[src/rtl/ps2_keyboard_rx.sv]
// ps2_keyboard_rx
// ---------------------------------------------------------------------------
// Receives PS/2 keyboard frames (start, 8 data bits LSB first, odd parity,
// stop), tracks the E0 (extended) and F0 (break) prefixes and reports each
// released key to the game state machine.
//
// Ports:
//   clk        50 MHz system clock
//   reset      synchronous, active-high reset
//   ps2_clk    raw PS/2 clock from the keyboard (asynchronous, idles high)
//   ps2_data   raw PS/2 data from the keyboard (asynchronous, idles high)
//   scancode   code of the last released key, held until the next release
//   extended   last released key carried an E0 prefix (updates with scancode)
//   ready      one-cycle pulse when a release event completes
//   key_down   high while the last make code has not yet been released
//   make_code  last make code received (never E0/F0)
//   frame_err  one-cycle pulse on parity error, stop-bit error or timeout
//   state_dbg  current frame state (0 IDLE, 1 DATA, 2 PARITY, 3 STOP)
//
// Handshake: ready is a push-only valid with no ready/backpressure return;
// scancode/extended are stable from the ready cycle until the next pulse,
// so the consumer must act on the single cycle ready is high.
// ---------------------------------------------------------------------------
module ps2_keyboard_rx #(
    parameter int TIMEOUT_CYCLES = 50000
) (
    input  logic       clk,
    input  logic       reset,
    input  logic       ps2_clk,
    input  logic       ps2_data,
    output logic [7:0] scancode,
    output logic       extended,
    output logic       ready,
    output logic       key_down,
    output logic [7:0] make_code,
    output logic       frame_err,
    output logic [1:0] state_dbg
);

    typedef enum logic [1:0] {
        S_IDLE   = 2'd0,
        S_DATA   = 2'd1,
        S_PARITY = 2'd2,
        S_STOP   = 2'd3
    } state_t;

    // Last timeout count value; expiry happens on the cycle the counter
    // would otherwise step to TIMEOUT_CYCLES.
    localparam logic [15:0] TMO_LAST = 16'(TIMEOUT_CYCLES - 1);

    // Synchronisers and falling-edge history; idle-high lines reset to 1.
    logic clk_s1, clk_s2, clk_hist;
    logic data_s1, data_s2;
    logic fall;

    always_ff @(posedge clk) begin
        if (reset) begin
            clk_s1   <= 1'b1;
            clk_s2   <= 1'b1;
            clk_hist <= 1'b1;
            data_s1  <= 1'b1;
            data_s2  <= 1'b1;
        end else begin
            clk_s1   <= ps2_clk;
            clk_s2   <= clk_s1;
            clk_hist <= clk_s2;
            data_s1  <= ps2_data;
            data_s2  <= data_s1;
        end
    end

    assign fall = clk_hist & ~clk_s2;

    // Frame state machine
    state_t      state_q, state_d;
    logic [2:0]  bit_cnt_q, bit_cnt_d;
    logic [7:0]  shift_q, shift_d;
    logic        par_q, par_d;
    logic [15:0] tmo_q, tmo_d;
    logic        byte_ok;
    logic        err;

    always_ff @(posedge clk) begin
        if (reset) begin
            state_q   <= S_IDLE;
            bit_cnt_q <= 3'd0;
            shift_q   <= 8'h00;
            par_q     <= 1'b0;
            tmo_q     <= 16'd0;
        end else begin
            state_q   <= state_d;
            bit_cnt_q <= bit_cnt_d;
            shift_q   <= shift_d;
            par_q     <= par_d;
            tmo_q     <= tmo_d;
        end
    end

    always_comb begin
        state_d   = state_q;
        bit_cnt_d = bit_cnt_q;
        shift_d   = shift_q;
        par_d     = par_q;
        tmo_d     = tmo_q;
        byte_ok   = 1'b0;
        err       = 1'b0;

        case (state_q)
            S_IDLE: begin
                tmo_d = 16'd0;
                // A high bit while idle is ignored silently.
                if (fall && !data_s2) begin
                    state_d   = S_DATA;
                    bit_cnt_d = 3'd0;
                end
            end
            S_DATA: begin
                if (fall) begin
                    shift_d   = {data_s2, shift_q[7:1]};
                    bit_cnt_d = bit_cnt_q + 3'd1;
                    if (bit_cnt_q == 3'd7) state_d = S_PARITY;
                end
            end
            S_PARITY: begin
                if (fall) begin
                    par_d   = data_s2;
                    state_d = S_STOP;
                end
            end
            S_STOP: begin
                if (fall) begin
                    // Odd parity: XOR over data and parity must be 1.
                    if (data_s2 && (^{shift_q, par_q}))
                        byte_ok = 1'b1;
                    else
                        err = 1'b1;
                    state_d = S_IDLE;
                end
            end
            default: state_d = S_IDLE;
        endcase

        // Mid-frame watchdog; an edge in the expiry cycle wins.
        if (state_q != S_IDLE) begin
            if (fall) begin
                tmo_d = 16'd0;
            end else if (tmo_q == TMO_LAST) begin
                state_d = S_IDLE;
                tmo_d   = 16'd0;
                err     = 1'b1;
            end else begin
                tmo_d = tmo_q + 16'd1;
            end
        end
    end

    assign state_dbg = state_q;

    // Byte decoder: prefixes, make/break tracking, registered outputs.
    logic brk_pend, ext_pend;

    always_ff @(posedge clk) begin
        if (reset) begin
            brk_pend  <= 1'b0;
            ext_pend  <= 1'b0;
            scancode  <= 8'h00;
            extended  <= 1'b0;
            ready     <= 1'b0;
            key_down  <= 1'b0;
            make_code <= 8'h00;
            frame_err <= 1'b0;
        end else begin
            ready     <= 1'b0;
            frame_err <= err;
            if (err) begin
                // Drop any half-seen prefix so the next byte starts clean.
                brk_pend <= 1'b0;
                ext_pend <= 1'b0;
            end else if (byte_ok) begin
                if (shift_q == 8'hE0) begin
                    ext_pend <= 1'b1;
                end else if (shift_q == 8'hF0) begin
                    brk_pend <= 1'b1;
                end else if (brk_pend) begin
                    scancode <= shift_q;
                    extended <= ext_pend;
                    ready    <= 1'b1;
                    if (shift_q == make_code) key_down <= 1'b0;
                    brk_pend <= 1'b0;
                    ext_pend <= 1'b0;
                end else begin
                    make_code <= shift_q;
                    key_down  <= 1'b1;
                    ext_pend  <= 1'b0;
                end
            end
        end
    end

endmodule
[config.mk]
export PLATFORM = sky130hd
export DESIGN_NAME = ps2_keyboard_rx
export DESIGN_NICKNAME = d
export VERILOG_FILES = /design/src/rtl/ps2_keyboard_rx.sv
export SDC_FILE = /design/constraint.sdc
export NUM_CORES = 1
export LEC_CHECK = 0
export ABC_AREA = 1
export ABC_CLOCK_PERIOD_IN_PS = 1500
export BUFFER_PORTS_ARGS = -buffer_cell sky130_fd_sc_hd__clkbuf_2
export CORE_ASPECT_RATIO = 1.75
export CORE_MARGIN = 10
export CORE_UTILIZATION = 53
export CTS_CLUSTER_SIZE = 14
export DETAILED_ROUTE_END_ITERATION = 6
export PLACE_DENSITY = 0.75
export SYNTH_ARGS = -nofsm -noshare
export SYNTH_HDL_FRONTEND = slang
export SYNTH_SLANG_ARGS = --single-unit
[constraint.sdc]
create_clock -name clk -period 1.5 [get_ports clk]
set_input_delay 0.3 -clock clk [delete_from_list [all_inputs] [get_ports clk]]
set_output_delay 0.3 -clock clk [all_outputs]
set_load 0.03 [all_outputs]
; Yosys cells after proc, flatten, opt, wreduce, memory -nomap -nowiden
; Index checks and enable logic that the tools add are counted.
[word_totals]
reg_bits = 57
in_bits = 4
word_cells = 88
[op_classes]
add_sub_neg = 2
eq_ne = 12
mux = 31
n_bitwise = 7
n_reduce_logical = 18
[op_table]
columns = op, n
row1 = $mux W16, 4
row2 = $add A16 B1 Y16 const B, 1
row3 = $eq A16 B16 Y1 const B, 1
row4 = $eq A8 B8 Y1 const B, 2
row5 = $mux W2, 8
row6 = $mux W1, 15
row7 = $reduce_and A5 Y1, 3
row8 = $reduce_xor A9 Y1, 1
row9 = $eq A8 B8 Y1, 1
row10 = $pmux W2 S4, 1
row11 = $reduce_and A2 Y1, 4
row12 = $mux W3, 2
row13 = $ne A2 B2 Y1 const B, 3
row14 = $not A1 Y1, 6
row15 = $pmux W3 S2, 1
row16 = $reduce_bool A2 Y1, 3
row17 = $reduce_or A5 Y1, 1
row18 = $eq A2 B2 Y1 const B, 2
row19 = $add A3 B1 Y3 const B, 1
row20 = $eq A3 B3 Y1 const B, 1
row21 = $reduce_and A3 Y1, 1
row22 = $eq A2 B1 Y1 const B, 1
row23 = $logic_and A1 B1 Y1, 2
row24 = $logic_not A2 Y1, 1
row25 = 4 further kinds, 4

; Logic depth before layout (Yosys ltp)
; Gate-level depths: netlist of the first run.
[logic_depth]
ltp_word = 10
mapped_depth = 14
mapped_depth_nobuf = 13

; Worst setup path before layout of the first run
; No wires, ideal clock.
[synth_timing]
path_kind = register -> register
startpoint = register state_q[0] (netlist: state_dbg[0])
endpoint = register scancode[5]
setup_ns = 0.113
t_arrival_ns = 1.552
required_ns = 1.387
setup_slack_ns = -0.166
path_stages_with_launch = 9
n_path_buf = 1
period_less_slack_ns = 1.666
path_cell_list = dfxtp_1 inv_1 nor3_2 inv_1 nor2_2 buf_4 nand4_1 nand2_1 nor2_1
[synth_between]
elab_chain_len = 7
word_cells_on_any_way = 9
[synth_lines]
columns = item, line
row1 = from (decl), 75  ; state_t state_q, state_d;
row2 = from (signal assigned), 91  ; state_q <= state_d;
row3 = $eq A2 B2 Y1, 108  ; case (state_q)
row4 = $mux W1, 108
row5 = $mux W1, 147  ; end else if (tmo_q == TMO_LAST) begin
row6 = $mux W1, 145  ; if (fall) begin
row7 = $mux W1, 144  ; if (state_q != S_IDLE) begin
row8 = $not A1 Y1 (no source line), n/a
row9 = $reduce_and A5 Y1 (no source line) *, n/a
row10 = to (signal assigned), 185  ; scancode <= shift_q;
row11 = to (decl), 31  ; output logic [7:0] scancode,
; Mark *: on every way between the ends. The rest lies on a longest branch, timed or not.
; A chain may end at the register's enable or synchronous reset.

; Final worst setup path of the first run
[layout_timing]
startpoint = register shift_q[1]
endpoint = register make_code[2]
[layout_between]
elab_chain_len = 10
word_cells_on_any_way = 17
[layout_lines]
columns = item, line
row1 = from (decl), 77  ; logic [7:0] shift_q, shift_d;
row2 = from (signal assigned), 93  ; shift_q <= shift_d;
row3 = $reduce_xor A9 Y1, 133  ; if (data_s2 && (^{shift_q, par_q}))
row4 = $logic_and A1 B1 Y1, 133
row5 = $mux W1, 133
row6 = $mux W1, 131  ; if (fall) begin
row7 = $mux W1, 108
row8 = $mux W1, 147
row9 = $mux W1, 145
row10 = $mux W1, 144
row11 = $not A1 Y1 (no source line), n/a
row12 = $reduce_and A5 Y1 (no source line) *, n/a
row13 = to (signal assigned), 192  ; make_code <= shift_q;
row14 = to (decl), 35  ; output logic [7:0] make_code,
; Marked as above.

==> impl_metrics.tcl, run 1 <==
set metrics [dict create \
    ys_ff_latch 57 \
    critical-path-max-stage-delay_ps 380 \
    cts_sinks 57 \
    maxCapViolCount 0 \
    num_vias 2768 \
    hp-class "input pin to flop" \
    critPathCaptureType "flop" \
    setup_viol 25 \
    worst_slew_pin_slew_ps 557 \
    start_util 0.543 \
    path_common_cell "nand2_1" \
    fin_crit_ps 1770 \
    dieArea_sq_mm 0.00847 \
    critPathMaxFanout 10 \
    fmax_ghz 0.566 \
    synth_edf_count 0 \
    grt_max_degree 31 \
    dp_slack_ps -177 \
    multiInputGateArea_sq_mm 0.00157 \
    synth_area_leaders "dfxtp_1 42%, nor2_1 8.2%, nand2_1 7.9%, nand4_1 6.0%, inv_1 5.6%" \
    ys_seq_area_frac 0.422 \
    dr.pass1.iters 4 \
    critical-path-top-delay-family "simple AND/OR/NAND/NOR gates" \
    drive_gt1_frac 0.436 \
    final_core_util 0.786 \
    outcome "finished with violations" \
    insertedDiodeCount 0 \
    fin_cells 517 \
    syn_area_sq_mm 0.00270 \
    path_clk_slew_ps 70 \
    async_reset_ff_frac 0 \
    synth.most_common_cell "nor2_1" \
    synth_commonest_cells "59 x nor2_1, 57 x dfxtp_1, 57 x nand2_1" \
    cts-htree-levels 3 \
    synth_ff_type "dfxtp_1" \
    worst-setup-path-type "flop to flop" \
    rows 34 \
    wl_per_cell_um 15.5 \
    syn_area_per_cell_sq_um 7.49 \
    cts_buffers 9 \
    grt_pass1_wl_mm 11.7 \
    clockBufferDepth 2 \
    viasPerCell 5.35 \
    drt_wl_total_mm 8.01 \
    slowest_stage "dfxtp_4" \
    ctsRootBufferMaster "clkbuf_8" \
    peakVddDrop_mv 0.827 \
    path_buf_inv 2 \
    synth_top_area_frac 0.422 \
    hold_viol 0 \
    ys_types 35 \
    syn_inst 361 \
    leakagePower_nw 1.82 \
    timing.slew.headroom 0.628 \
    fin_worst_skew_ps 9.91 \
    area_growth_pct 44.7 \
    clk_latency_ps 340 \
    overflow 0 \
    drv_slew 0 \
    ctsHoldBuffers 0 \
    dp_cells 479 \
    setup_ws_ps -267 \
    die_y_um 114 \
    tritoncts "done" \
    first_iter_violations 170 \
    fill_cells 311 \
    io_buffers 25 \
    antenna_found_initial 0 \
    coreArea_sq_mm 0.00498 \
    p_per_area_mw_per_mm2 785 \
    ios 26 \
    synth_fp_nets 368 \
    setup.worst_path.start_class "flop" \
    whs_ps 139 \
    critPathArrivalTime_ps 2000 \
    critPathRequiredTime_ps 1740 \
    yosys.area.top_type "dfxtp_1" \
    seq_area_sq_mm 0.00118 \
    ant_nets 0 \
    dieWidth_um 74.0 \
    grt_pass1_vias 2563 \
    dp_hpwl_mm 4.89 \
    violations "setup timing" \
    place_congestion 0.854 \
    rsz0062_at_grt "yes" \
    drc 0 \
    nNetsFinal 465 \
    fin_crit_sh 1.18 \
    yosys_warnings 0 \
    crit_chain "inv_1 -> nand2_1 -> nand2_1 -> nand2_2 -> nand2_2 -> nand2_2 -> nand2_1 -> nand2_1 -> nand3_2 -> nor2_4 -> clkbuf_16 -> nand4_1 -> nand2_1 -> nor2_1" \
    grt_util_all_layers 0.174 \
]
flip-flops by register name, summed over array words and instances, names as in the netlist:
signal and count:
clk_s1 1, clk_hist 1, bit_cnt_q 3, clk_s2 1, shift_q 8, par_q 1
ready 1, data_s2 1, key_down 1, extended 1, make_code 8, state_dbg 2
ext_pend 1, tmo_q 16, brk_pend 1, data_s1 1, scancode 8, frame_err 1
where the power goes:
group          total [mW]  internal (mW)  switching [mW]
logic              0.0822         0.0329          0.0493
registers            1.51           1.51         0.00459
clock network        1.48          0.851           0.626
total                3.07           2.39           0.680
kinds of logic (layout without fill, tap and decap cells):
logic type	after synthesis	count (layout)	share of synthesized area
AOI/OAI and AO/OA	44	44	0.0898
xor gates and xnor gates	12	12	0.0389
adders and majority gates	3	3	0.0139
buffers and inverters	55	156	0.0828
DFF	57	57	0.422
and+or+nand+nor	190	191	0.353
worst paths after layout:
check	start	end	slack, ps	depth (start not counted)
max	shift_q[1]	make_code[2]	-270	14
min	ps2_clk	clk_s1	140	2
max reg2reg	shift_q[1]	make_code[2]	-270	14
min reg2reg	clk_s1	clk_s2	430	1
cell type report:
type / instances / share of cell area
Multi-Input combinational cell: 250 / 0.402
Sequential cell: 57 / 0.301
Timing Repair Buffer: 97 / 0.186
Inverter: 43 / 0.0413
Clock buffer: 11 / 0.0387
Tap cell: 54 / 0.0173
Clock inverter: 5 / 0.0138
layer usage:
layer  track usage  part of all wire  vias up
met3        0.0434             0.046       24
li1              -                 -     1376
met4        0.0699             0.032        0
met2         0.317              0.56       83
met5             0                 0        -
met1         0.180              0.36     1285
repair_timing:
| action | CTS | global route |
|---|---|---|
| pin swaps | 39 | 26 |
| cloned | 1 | 1 |
| gates resized for setup | 38 | 49 |
| endpoints found under the setup margin | 38 | 42 |
| buffers inserted | 20 | 10 |
metrics by stage:
stage               cell area [sq um]  setup TNS, ps  total power, mW
floorplan                        2730              0             1.60
global placement                 3260          -2610             1.63
detailed placement               3260          -3720             1.64
CTS                              3690          -3350             3.09
global route                     3910          -8420             3.16
finish                           3910          -5080             3.07
cells in the final DEF (no fill, tap or decap), types with 11 or more instances in the layout:
cell,synthesis,routed
nand4_1,26,26
clkbuf_8,0,11
o21ai_0,16,12
buf_4,2,64
clkbuf_2,0,25
nor2_1,59,52
dfxtp_1,57,43
inv_1,40,28
a21oi_1,21,19
inv_2,3,15
nand2_1,57,48
Note: power is estimated with default switching activity, not from simulation.
==> run 2: changes to the inputs <==
Settings changed: MAX_ROUTING_LAYER from default to met4, SLEW_MARGIN from default to 20.
==> run 2 against run 1 <==
Critical path type unchanged; largest cell class unchanged; the flow still finishes with violations (setup timing); clock skew decreased by 0.74 ps; die area unchanged; wire length down 0.86%; non-clock buffer count down 1; final cell count is 0.19% lower; register-to-register slack is essentially flat; cell area decreased by 0.16%; sequential cell count did not move; global-route usage is 0.47 points higher.
==> impl_metrics.tcl, run 2 (synthesized netlist as in run 1, its figures left out) <==
set metrics [dict create \
    coreArea_sq_mm 0.00498 \
    rows 34 \
    dp_cells 479 \
    clockBufferDepth 2 \
    internal-power_mw 2.39 \
    critical-path-max-stage-delay_ps 380 \
    dr.pass1.iters 4 \
    area_growth_pct 44.4 \
    ios 26 \
    drv_slew 0 \
    drc 0 \
    dieArea_sq_mm 0.00847 \
    fin_worst_skew_ps 9.18 \
    dieWidth_um 74.0 \
    ant_nets 0 \
    timing.slew.headroom 0.633 \
    cts_buffers 9 \
    setup_ws_ps -269 \
    final_cell_mix "63 x buf_4, 52 x nor2_1, 48 x nand2_1" \
    fin_cells 516 \
    final_core_util 0.785 \
    num_vias 2783 \
    worst-setup-path-type "flop to flop" \
    p_per_area_mw_per_mm2 786 \
    dp_hpwl_mm 4.89 \
    pwr-share-clk 0.481 \
    critPathRequiredTime_ps 1740 \
    crit_path_end "make_code[2]" \
    grt_pass1_wl_mm 11.7 \
    fin_crit_ps 1770 \
    cts-htree-levels 3 \
    worst_slew_pin_slew_ps 550 \
    final_common_cell "buf_4" \
    dp_slack_ps -177 \
    critPathMaxFanout 10 \
    startpoint "shift_q[1]" \
    rsz0062_at_grt "yes" \
    critPathArrivalTime_ps 2010 \
    violations "setup timing" \
    path_common_cell "nand2_1" \
    nNetsFinal 464 \
    drive_gt1_frac 0.437 \
    comb_power_share 0.027 \
    sw_frac_of_total 0.221 \
    viasPerCell 5.39 \
    start_util 0.543 \
    tritoncts "done" \
    antenna_found_initial 0 \
    reg2regPathDepth 14 \
    wl_per_cell_um 15.4 \
    hp-class "input pin to flop" \
    seqPwrFrac 0.493 \
    rr_startpoint "shift_q[1]" \
    clk_latency_ps 350 \
    cts_sinks 57 \
    grt_util_all_layers 0.179 \
    outcome "finished with violations" \
    fin_crit_sh 1.18 \
    switchingPower_uw 679 \
    maxCapViolCount 0 \
    overflow 0 \
    rr_endpoint "make_code[2]" \
    grt_pass1_vias 2566 \
    ctsRootBufferMaster "clkbuf_8" \
    rrSetupSlack_ps -270 \
    leakagePower_nw 1.81 \
    drt_wl_total_mm 7.94 \
    critPathCaptureType "flop" \
    die_y_um 114 \
    io_buffers 25 \
    path_clk_slew_ps 70 \
    place_congestion 0.868 \
    first_iter_violations 204 \
    crit_chain "inv_1 -> nand2_1 -> nand2_1 -> nand2_2 -> nand2_2 -> nand2_2 -> nand2_1 -> nand2_1 -> nand3_2 -> nor2_4 -> clkbuf_16 -> nand4_1 -> nand2_1 -> nor2_1" \
    grt_max_degree 31 \
    hold_viol 0 \
    totalPowerFinal_mw 3.07 \
    largest_reg_flops 16 \
    insertedDiodeCount 0 \
    setup.worst_path.start_class "flop" \
    tns_ps -5090 \
    largest_register "tmo_q" \
    setup_viol 25 \
    peakVddDrop_mv 0.831 \
    slowest_stage "dfxtp_4" \
    fmax_ghz 0.565 \
]
-- run 2: cell types whose count changed in the layout (fill, tap and decap cells not counted) --
cell,change
buf_4,-1
dfxtp_1,-1
dfxtp_2,+1
-- run 2: area by class of cell --
cell class,count,area [sq um]
Multi-Input combinational cell,250,1570
Sequential cell,57,1180
Fill cell,314,1070
Timing Repair Buffer,96,719
Inverter,43,161
Clock buffer,11,151
Tap cell,54,67.6
Clock inverter,5,53.8
-- run 2: worst min-delay path by stage --
stage | slack, ps | to | cells past startpoint | from
floorplan | 390 | clk_s2 | 1 | clk_s1
global placement | 400 | data_s2 | 1 | data_s1
detailed placement | 400 | clk_s2 | 1 | clk_s1
CTS | 130 | data_s1 | 2 | ps2_data
global route | 160 | clk_s1 | 2 | ps2_clk
finish | 150 | clk_s1 | 2 | ps2_clk
-- run 2: routing by layer --
| metal | vias up | GRT usage | wire (um) | part of all wire |
|---|---|---|---|---|
| li1 | 1379 | - | - | - |
| met1 | 1293 | 0.180 | 2870 | 0.36 |
| met2 | 79 | 0.317 | 4380 | 0.55 |
| met3 | 32 | 0.0347 | 357 | 0.045 |
| met4 | 0 | 0.0811 | 333 | 0.042 |
| met5 | - | - | 0 | 0 |
-- run 2: worst max-delay path: cells and delay by family, from the launching register on --
kind	cells	cell delay [ps]
simple gates	12	1030
flops	1	380
buf+inv	2	250
-- run 2: through the flow --
step | hold WS, ps | instance area (sq um)
after floorplan | 389 | 2730
after global placement | 398 | 3260
after detailed placement | 397 | 3260
after CTS | 130 | 3690
after global routing | 162 | 3910
final | 155 | 3910
-- run 2: what timing repair did --
| item | 4_1_cts | 5_1_grt |
|---|---|---|
| gates resized for setup | 38 | 50 |
| hold endpoints to repair | 0 | 0 |
| hold buffers | 0 | 0 |
| setup buffers | 20 | 9 |
| pin swaps | 39 | 26 |
| endpoints found under the setup margin | 38 | 42 |
| cloned | 1 | 1 |
-- run 2: power by group through the flow --
stage                     Combinational [mW]  Sequential, mW  Clock [mW]
after global routing                  0.0926            1.51        1.56
after global placement                0.0766            1.56           0
after floorplan                       0.0472            1.56           0
final                                 0.0822            1.51        1.48
after detailed placement              0.0775            1.56           0
after CTS                             0.0788            1.52        1.49
